`config.mk`:
```
export PLATFORM = sky130hd
export DESIGN_NAME = axis_rx_frame_capture_flat
export DESIGN_NICKNAME = d
export VERILOG_FILES = /design/src/rtl/axis_rx_frame_capture_if.sv /design/src/rtl/axis_rx_frame_capture.sv /design/src/flat_wrapper.sv
export SDC_FILE = /design/constraint.sdc
export NUM_CORES = 2
export LEC_CHECK = 0
export CORE_ASPECT_RATIO = 0.5
export CORE_MARGIN = 2
export CORE_UTILIZATION = 50
export DETAILED_ROUTE_END_ITERATION = 6
export PLACE_DENSITY = 0.65
export RECOVER_POWER = 25
export SYNTH_ARGS = -nofsm -noshare
export SYNTH_HDL_FRONTEND = slang
export SYNTH_SLANG_ARGS = --single-unit
```
`constraint.sdc`:
```
create_clock -name m_aclk -period 2.8 [get_ports m_aclk]
set_input_delay 0.7 -clock m_aclk [delete_from_list [all_inputs] [get_ports m_aclk]]
set_output_delay 0.7 -clock m_aclk [all_outputs]
set_load 0.03 [all_outputs]
```
`src/rtl/axis_rx_frame_capture_if.sv`:
```
// AXI-Stream sink bundle for the frame capture block.
// The source drives data and valid, and the capture block drives ready.
interface axis_rx_frame_capture_if #(
    parameter int AXI_DATA_WIDTH = 8
);
    localparam int KW = AXI_DATA_WIDTH / 8;

    logic [AXI_DATA_WIDTH-1:0] s_axis_tdata;
    logic [KW-1:0]             s_axis_tkeep;
    logic                      s_axis_tvalid;
    logic                      s_axis_tlast;
    logic                      s_axis_trdy;

    modport master (
        output s_axis_tdata, s_axis_tkeep, s_axis_tvalid, s_axis_tlast,
        input  s_axis_trdy
    );

    modport slave (
        input  s_axis_tdata, s_axis_tkeep, s_axis_tvalid, s_axis_tlast,
        output s_axis_trdy
    );
endinterface

```
`src/rtl/axis_rx_frame_capture.sv`:
```
// Captures one AXI-Stream frame into a beat buffer and holds it until acknowledged.
// Beats past the buffer depth are drained and flagged as overflow.
module axis_rx_frame_capture #(
    parameter int  AXI_DATA_WIDTH = 8,
    parameter int  DEPTH          = 256,
    parameter int  THROTTLE       = 0,
    localparam int KW             = AXI_DATA_WIDTH / 8,
    localparam int AW             = $clog2(DEPTH),
    localparam int LW             = $clog2(DEPTH * KW) + 1
) (
    input  logic                      m_aclk,
    input  logic                      m_sresetn,
    axis_rx_frame_capture_if.slave    s_axis,
    output logic                      frame_valid,
    output logic [LW-1:0]             frame_len,
    output logic                      frame_overflow,
    input  logic [AW-1:0]             rd_addr,
    output logic [AXI_DATA_WIDTH-1:0] rd_data,
    input  logic                      frame_ack
);
    localparam int            TW      = (THROTTLE > 0) ? $clog2(THROTTLE + 1) : 1;
    localparam logic [LW-1:0] MAX_LEN = LW'(DEPTH * KW);

    typedef enum logic [1:0] {IDLE, RECV, DRAIN, DONE} state_t;

    state_t                    state_q, state_d;
    logic [AW-1:0]             wptr_q, wptr_d;
    logic [LW-1:0]             len_q, len_d, len_sum, last_bytes;
    logic [TW-1:0]             thr_q, thr_d;
    logic                      init_q, trdy_q, trdy_d, valid_q, ovf_q, ovf_d;
    logic                      xfer, wr_en, stall;
    logic [AXI_DATA_WIDTH-1:0] mem_q [DEPTH];
    logic [AXI_DATA_WIDTH-1:0] rd_q;

    assign xfer               = s_axis.s_axis_tvalid && trdy_q;
    assign s_axis.s_axis_trdy = trdy_q;
    assign frame_valid        = valid_q;
    assign frame_len          = len_q;
    assign frame_overflow     = ovf_q;
    assign rd_data            = rd_q;

    always_comb begin
        last_bytes = '0;
        for (int i = 0; i < KW; i++) last_bytes = last_bytes + LW'(s_axis.s_axis_tkeep[i]);
    end

    always_comb begin
        state_d = state_q;
        wptr_d  = wptr_q;
        len_d   = len_q;
        wr_en   = 1'b0;
        len_sum = len_q + (s_axis.s_axis_tlast ? last_bytes : LW'(KW));
        if (len_sum > MAX_LEN) len_sum = MAX_LEN;

        case (state_q)
            IDLE, RECV: begin
                if (xfer) begin
                    wr_en  = 1'b1;
                    wptr_d = wptr_q + 1'b1;
                    len_d  = len_sum;
                    if (s_axis.s_axis_tlast)             state_d = DONE;
                    else if (wptr_q == AW'(DEPTH - 1))   state_d = DRAIN;
                    else                                 state_d = RECV;
                end
            end
            DRAIN: if (xfer && s_axis.s_axis_tlast) state_d = DONE;
            DONE: begin
                if (frame_ack) begin
                    state_d = IDLE;
                    wptr_d  = '0;
                    len_d   = '0;
                end
            end
            default: state_d = IDLE;
        endcase

        // Ready is registered, so it is computed from the next counter value
        // to land low exactly on the cycle the counter sits at THROTTLE.
        thr_d  = (thr_q == TW'(THROTTLE)) ? '0 : thr_q + 1'b1;
        stall  = (THROTTLE > 0) && (thr_d == TW'(THROTTLE));
        trdy_d = init_q && (state_d != DONE) && !stall;
        ovf_d  = (state_d == DONE) && ((state_q == DRAIN) || ovf_q);
    end

    always_ff @(posedge m_aclk or negedge m_sresetn) begin
        if (!m_sresetn) begin
            state_q <= IDLE;
            wptr_q  <= '0;
            len_q   <= '0;
            thr_q   <= '0;
            init_q  <= 1'b0;
            trdy_q  <= 1'b0;
            valid_q <= 1'b0;
            ovf_q   <= 1'b0;
            rd_q    <= '0;
        end else begin
            state_q <= state_d;
            wptr_q  <= wptr_d;
            len_q   <= len_d;
            thr_q   <= thr_d;
            init_q  <= 1'b1;
            trdy_q  <= trdy_d;
            valid_q <= (state_d == DONE);
            ovf_q   <= ovf_d;
            rd_q    <= mem_q[rd_addr];
        end
    end

    // Buffer storage is deliberately left out of reset.
    always_ff @(posedge m_aclk) begin
        if (wr_en) mem_q[wptr_q] <= s_axis.s_axis_tdata;
    end
endmodule

```
`src/flat_wrapper.sv`:
```
// flat-port wrapper written by rule: the top's interface ports become plain ports
module axis_rx_frame_capture_flat 
#(
    parameter int  AXI_DATA_WIDTH = 8,
    parameter int  DEPTH          = 256,
    parameter int  THROTTLE       = 0,
    localparam int KW             = AXI_DATA_WIDTH / 8,
    localparam int AW             = $clog2(DEPTH),
    localparam int LW             = $clog2(DEPTH * KW) + 1
)
  (m_aclk, m_sresetn, frame_valid, frame_len, frame_overflow, rd_addr, rd_data, frame_ack, s_axis_s_axis_tdata, s_axis_s_axis_tkeep, s_axis_s_axis_tvalid, s_axis_s_axis_tlast, s_axis_s_axis_trdy);
  axis_rx_frame_capture_if #(.AXI_DATA_WIDTH(AXI_DATA_WIDTH)) s_axis_i ();
  input  logic m_aclk;
  input  logic m_sresetn;
  output logic frame_valid;
  output logic [LW-1:0] frame_len;
  output logic frame_overflow;
  input  logic [AW-1:0] rd_addr;
  output logic [AXI_DATA_WIDTH-1:0] rd_data;
  input  logic frame_ack;
  input wire logic [$bits(s_axis_i.s_axis_tdata)-1:0] s_axis_s_axis_tdata;
  input wire logic [$bits(s_axis_i.s_axis_tkeep)-1:0] s_axis_s_axis_tkeep;
  input wire logic [$bits(s_axis_i.s_axis_tvalid)-1:0] s_axis_s_axis_tvalid;
  input wire logic [$bits(s_axis_i.s_axis_tlast)-1:0] s_axis_s_axis_tlast;
  output wire logic [$bits(s_axis_i.s_axis_trdy)-1:0] s_axis_s_axis_trdy;
  assign s_axis_i.s_axis_tdata = s_axis_s_axis_tdata;
  assign s_axis_i.s_axis_tkeep = s_axis_s_axis_tkeep;
  assign s_axis_i.s_axis_tvalid = s_axis_s_axis_tvalid;
  assign s_axis_i.s_axis_tlast = s_axis_s_axis_tlast;
  assign s_axis_s_axis_trdy = s_axis_i.s_axis_trdy;
  axis_rx_frame_capture #(.AXI_DATA_WIDTH(AXI_DATA_WIDTH), .DEPTH(DEPTH), .THROTTLE(THROTTLE)) u_core (.m_aclk(m_aclk), .m_sresetn(m_sresetn), .s_axis(s_axis_i), .frame_valid(frame_valid), .frame_len(frame_len), .frame_overflow(frame_overflow), .rd_addr(rd_addr), .rd_data(rd_data), .frame_ack(frame_ack));
endmodule
```
---- Yosys cells after proc, flatten, opt, wreduce, memory -nomap -nowiden ----
Memory sizes are Yosys's and may differ from the RTL's. A register that Yosys moved wholly into a read port is not among the register bits.
Index checks and enable logic that the tools add are counted.
W data, S select, Z words.
word-level totals
  register bits after elaboration ......... 23
  bits in latches ......................... 0
  bits in writable memories ............... 2048
  ROM bits ................................ 0
  input bits .............................. 22
  output and inout bits ................... 20
  logic and storage cells ................. 47
  memories kept ........................... 1
memory list
  memory        depth  width  rd ports  clocked after Yosys merged registers in  wr ports  line                         text
  u_core.mem_q  256    8      1         1                                        1         axis_rx_frame_capture.sv:32  logic [AXI_DATA_WIDTH-1:0] mem_q [DEPTH];
cells by class
  add/subtract/negate cells ............... 2
  $mul .................................... 0
  divide/modulo/power cells ............... 0
  order comparisons ....................... 1
  equality and inequality tests ........... 8
  shifts and indexed selects .............. 0
  muxes and demuxes ....................... 18
  bitwise gates (word level) .............. 0
  reductions and logical operators ........ 10
operators with widths
  cell                   number
  $mux W9                3
  $pmux W9 S2            1
  $mux W8                2
  $pmux W8 S2            1
  $mux W2                5
  $add A9 B9 Y9          1
  $gt A9 B9 Y1 const B   1
  $add A8 B1 Y8 const B  1
  $eq A8 B8 Y1 const B   1
  $eq A2 B2 Y1 const B   3
  $pmux W2 S3            1
  $mux W1                5
  $logic_and A1 B1 Y1    4
  $ne A2 B2 Y1 const B   2
  $reduce_and A3 Y1      1
  $eq A2 B1 Y1 const B   1
  $logic_not A2 Y1       1
  $ne A2 B1 Y1 const B   1
  $reduce_bool A2 Y1     1
  $reduce_or A2 Y1       1
  $logic_not A1 Y1       1
  $logic_or A1 B1 Y1     1

---- Logic depth before layout (Yosys ltp) ----
  word-level depth ........................ 7
  gate-level depth with buffers ........... 12
  depth with buffers taken out ............ 9

---- Worst setup path after synthesis ----
No wires, ideal clock.
  kind .................................... in2reg
  start ................................... in s_axis_s_axis_tkeep
  end ..................................... reg u_core.len_q[2] (netlist: u_core.frame_len[2])
  library setup time ...................... 87 ps
  arrival time ............................ 2542 ps
  data required time ...................... 2713 ps
  path slack .............................. 171 ps
  cell stages on the path ................. 9
  buffers on the path ..................... 0
  path through ............................ nand2b_1 ha_1 ha_1 and3_1 a211oi_1 o211ai_1 a221oi_1 o21ai_0 a22oi_1
on the way
  longest elaborated chain between the ends .. 6
RTL lines
  item                  line                         text
  start, declared       flat_wrapper.sv:22           input wire logic [$bits(s_axis_i.s_axis_tkeep)-1:0] s_axis_s_axis_tkeep;
  $mux W1 (*)           axis_rx_frame_capture.sv:52  len_sum = len_q + (s_axis.s_axis_tlast ? last_bytes : LW'(KW));
  $add A9 B9 Y9 (*)     axis_rx_frame_capture.sv:52
  $gt A9 B9 Y1          axis_rx_frame_capture.sv:53  if (len_sum > MAX_LEN) len_sum = MAX_LEN;
  $mux W9 (*)           axis_rx_frame_capture.sv:53
  $mux W9 (*)           axis_rx_frame_capture.sv:57  if (xfer) begin
  $pmux W9 S2 (*)       axis_rx_frame_capture.sv:55  case (state_q)
  end signal, assigned  axis_rx_frame_capture.sv:99  len_q <= len_d;
  end, declared         axis_rx_frame_capture.sv:28  logic [LW-1:0] len_q, len_d, len_sum, last_bytes;
Mark *: on every way between the ends. The rest lies on a longest branch, timed or not. The select of a mux whose other input is x is not followed.
A chain may end at the register's enable or synchronous reset.

==> flow_summary_export.csv <==
group,metric,value,unit
synth,synth_top_area_share,76.4,%
floorplan,initial_utilization,50.2,%
detailed_routing,initialDrtViolationCount,5614,
sta,finalCriticalPeriod,2.75,ns
global_route,grt_pass1_vias,41934,
power_and_ir_drop,switchingPower,13.7,mW
sta,fmax,364,MHz
global_route,grt_max_degree,111,
detailed_routing,firstDrtPassIters,6,
sta,relSlewSlack,-75.9,%
run_status,outcome,"complete, but fails checks",
global_route,grt_antenna_before_repair,7,
clocking,root_buffer,"clkbuf_16",
detailed_routing,viasPerCell,6.10,
power_and_ir_drop,power_density,664,nW/um^2
sta,clock_skew,0.0203,ns
synth,syn_area,80500,um^2
clocking,clk_path_buf_depth,3,
synth,synth_fp_nets,3900,
floorplan,fp.dieH,288,um
synth,synth_most_common_cell,"edfxtp_1",
clocking,clock_latency,0.81,ns
cells_and_area,final_area,94700,um^2
synth,synth_cell_types,61,
sta,fin_crit_sh,98.2,%
synth,synth-edff-count,2048,
synth,ys.flop_type,"edfxtp_1",
detailed_routing,drt_drc_violations_left,0,
flow_run,cap_violations,7,
power_and_ir_drop,ir_worst_vdd,0.459,mV
worst_setup_path,critPathKind,"in -> reg",
sta,maxSlewViolCount,502,
power_and_ir_drop,combinationalPowerShare,6.6,%
place,hpwl,130000,um
clocking,clkTransAtPathRegs,0.07,ns
global_route,grt_use_total,24.6,%
clocking,cts_tree,"built",
detailed_routing,wl_per_cell,29.2,um
place,post_dp_cell_area,89200,um^2
worst_setup_path,critPathLaunchType,"primary input",
synth,ys_seq_elements,2079,
min_path,hp-class,"reg -> reg",
power_and_ir_drop,leakage,30.9,nW
sta,tightest_slew,2.64,ns
floorplan,core-area,160000,um^2
power_and_ir_drop,sw_frac_of_total,21.8,%
detailed_routing,totalWireLength,202000,um
clocking,cts_resized,7,
synth,syn-instance-count,3872,
cells_and_area,syn2layout_area_growth,17.6,%
run_status,violations,"capacitance limit, slew limit",
synth,synth_area_per_cell,20.8,um^2
clocking,cts_hold_buf,0,
place,gp_congestion,0.892,
sta,setup_viol,0,
synth,synth_common_cells,"edfxtp_1 (2048), mux4_2 (443), nor2_1 (285), a22oi_1 (190), mux2i_1 (118)",
cells_and_area,drive_gt1_share,31.3,%
sta,fin_hold_ws,0.459,ns
clocking,clkSinkCount,2079,
worst_setup_path,crit_arrival,3.45,ns
power_and_ir_drop,p_seq_share,54.8,%
global_route,grt_pass1_wl,291000,um
clocking,postCtsSetupRepairBufs,0,
sta,setup_tns,0,ns
clocking,numCtsBuffers,176,
detailed_routing,ant_nets,0,
place,numPortBuffers,41,
power_and_ir_drop,p_int,49.2,mW
floorplan,io-pin-count,42,
worst_setup_path,critPathMaxFanout,11,
place,post-place-cells,6578,
power_and_ir_drop,power,62.9,mW
detailed_routing,vias,42115,
synth,async_flop_share,1.49,%
worst_setup_path,cp.required,3.50,ns
synth,yosysWarningCount,0,
global_route,grt_overflow,0,
synth,ys_seq_area_share,77.3,%
sta,hold_viol,0,
synth,synth.area.top_cells,"edfxtp_1 (76%), mux4_2 (12%), a22oi_1 (1.8%)",
cells_and_area,nNetsFinal,4611,
worst_setup_path,reg2reg_slack,0.23,ns
clocking,htree_levels,4,
floorplan,die_w,572,um
floorplan,fp-row-count,104,
synth,synth_top_cell_by_area,"edfxtp_1",
power_and_ir_drop,p_clk_share,38.6,%
floorplan,dieArea,164000,um^2
sta,rsz0062_at_grt,"false",
cells_and_area,final_cells,6901,
worst_setup_path,endpoint_kind,"register",
[worst max-delay path: stages]
cell     delay (ns)
buf_2          0.33
buf_4          0.25
nor2b_4        0.27
buf_4          0.19
buf_4          0.16
a22oi_1        0.09
buf_4          0.15
nand3_1        0.10
o21ai_0        0.25
a31oi_1        0.62
nor4b_1        0.29
[registers in the layout (all words and copies together), names as in the netlist]
name / cells
u_core.mem_q: 2048
u_core.frame_len: 9
u_core.rd_data: 8
u_core.wptr_q: 8
u_core.state_q: 2
u_core.frame_overflow: 1
u_core.frame_valid: 1
u_core.init_q: 1
u_core.s_axis.s_axis_trdy: 1
[layout by cell type, fill, tap and decap left out, types with 7 or more instances in the layout]
master           Yosys  routed
a21boi_0            10      10
and3_1              20      20
bufinv_16            0      16
a221oi_1            14      14
nand3_2              0      14
dfrtp_1             31      31
mux2_2               9       9
a21oi_1            116     116
clkbuf_2             0      15
a31oi_1             15      15
buf_12               1      97
nand3_1             30      16
o221ai_1            34      34
buf_4               22     615
mux4_2             443     443
nor4_1              31      23
clkbuf_1            90      38
mux2i_1            118     118
a211oi_1            14      14
clkinv_2             0      33
nand2_1             45      45
a22oi_1            190     190
inv_6                0       8
nor3_1              14      13
nor2_1             285     282
nor2b_1             15      11
nand2b_1             8       7
clkinv_1             0      42
edfxtp_1          2048    2048
clkbuf_16            0     179
clkdlybuf4s50_1      0      24
inv_1               11      11
o21ai_0             43      43
o2bb2ai_1            7       7
o22ai_1             12      12
[power groups by stage]
| stage | combinational (mW) | sequential (mW) | clock (mW) |
|---|---|---|---|
| finish | 4.16 | 34.5 | 24.3 |
| CTS | 4.19 | 34.4 | 24.6 |
| floorplan | 1.81 | 35.2 | 0 |
| detailed placement | 4.17 | 35.1 | 0 |
| global route | 4.38 | 34.4 | 25.8 |
| global placement | 4.11 | 35.1 | 0 |
[metrics by stage]
step           util (%)  worst slack (ns)
2_1_floorplan         -             0.171
4_1_cts            59.1            0.0102
6_report           59.0            0.0498
3_5_place_dp       55.6             -1.15
3_3_place_gp       55.6             -1.08
5_1_grt            59.0          0.000843
[layer usage]
metal  global-route usage [%]  up-vias  wire length (um)
met5                        0        -                10
met4                     6.69        2              4660
met3                     5.44      282             19900
met2                     38.2     2091             94200
met1                     35.7    22157             82900
li1                         -    17583                 -
[worst paths after layout]
kind / startpoint / end / cells after the start
setup / recovery: rd_addr[3] / u_core.rd_data[6] / 11
min in group asynchronous: m_sresetn / u_core.frame_len[7] / 1
max in group asynchronous: m_sresetn / u_core.rd_data[3] / 1
hold reg to reg: u_core.init_q / u_core.s_axis.s_axis_trdy / 1
setup reg to reg: u_core.mem_q[47][1] / u_core.rd_data[1] / 7
hold / removal: u_core.init_q / u_core.s_axis.s_axis_trdy / 1
[cell families (layout without fill, tap and decap cells)]
logic type,Yosys count,after routing,synth area share (%)
other cells,1,3,0.00466
xor+xnor,6,6,0.0653
buf+inv,250,1104,1.79
compound gates,480,480,4.04
fa+ha+maj,6,6,0.0932
mux,570,570,14.0
simple gates,480,480,2.69
flops,2079,2079,77.3
[final cells by class]
type,count,area [um^2]
fillers,11342,65800
flip-flops and latches,2079,62300
multi-input cells,1543,17000
repair buffers,772,7010
clock buffers,209,4590
well taps,2173,2720
clock inverters,112,1020
inverters,11,41.3
diodes,2,5.00
Power figures use the tool's default switching activity.
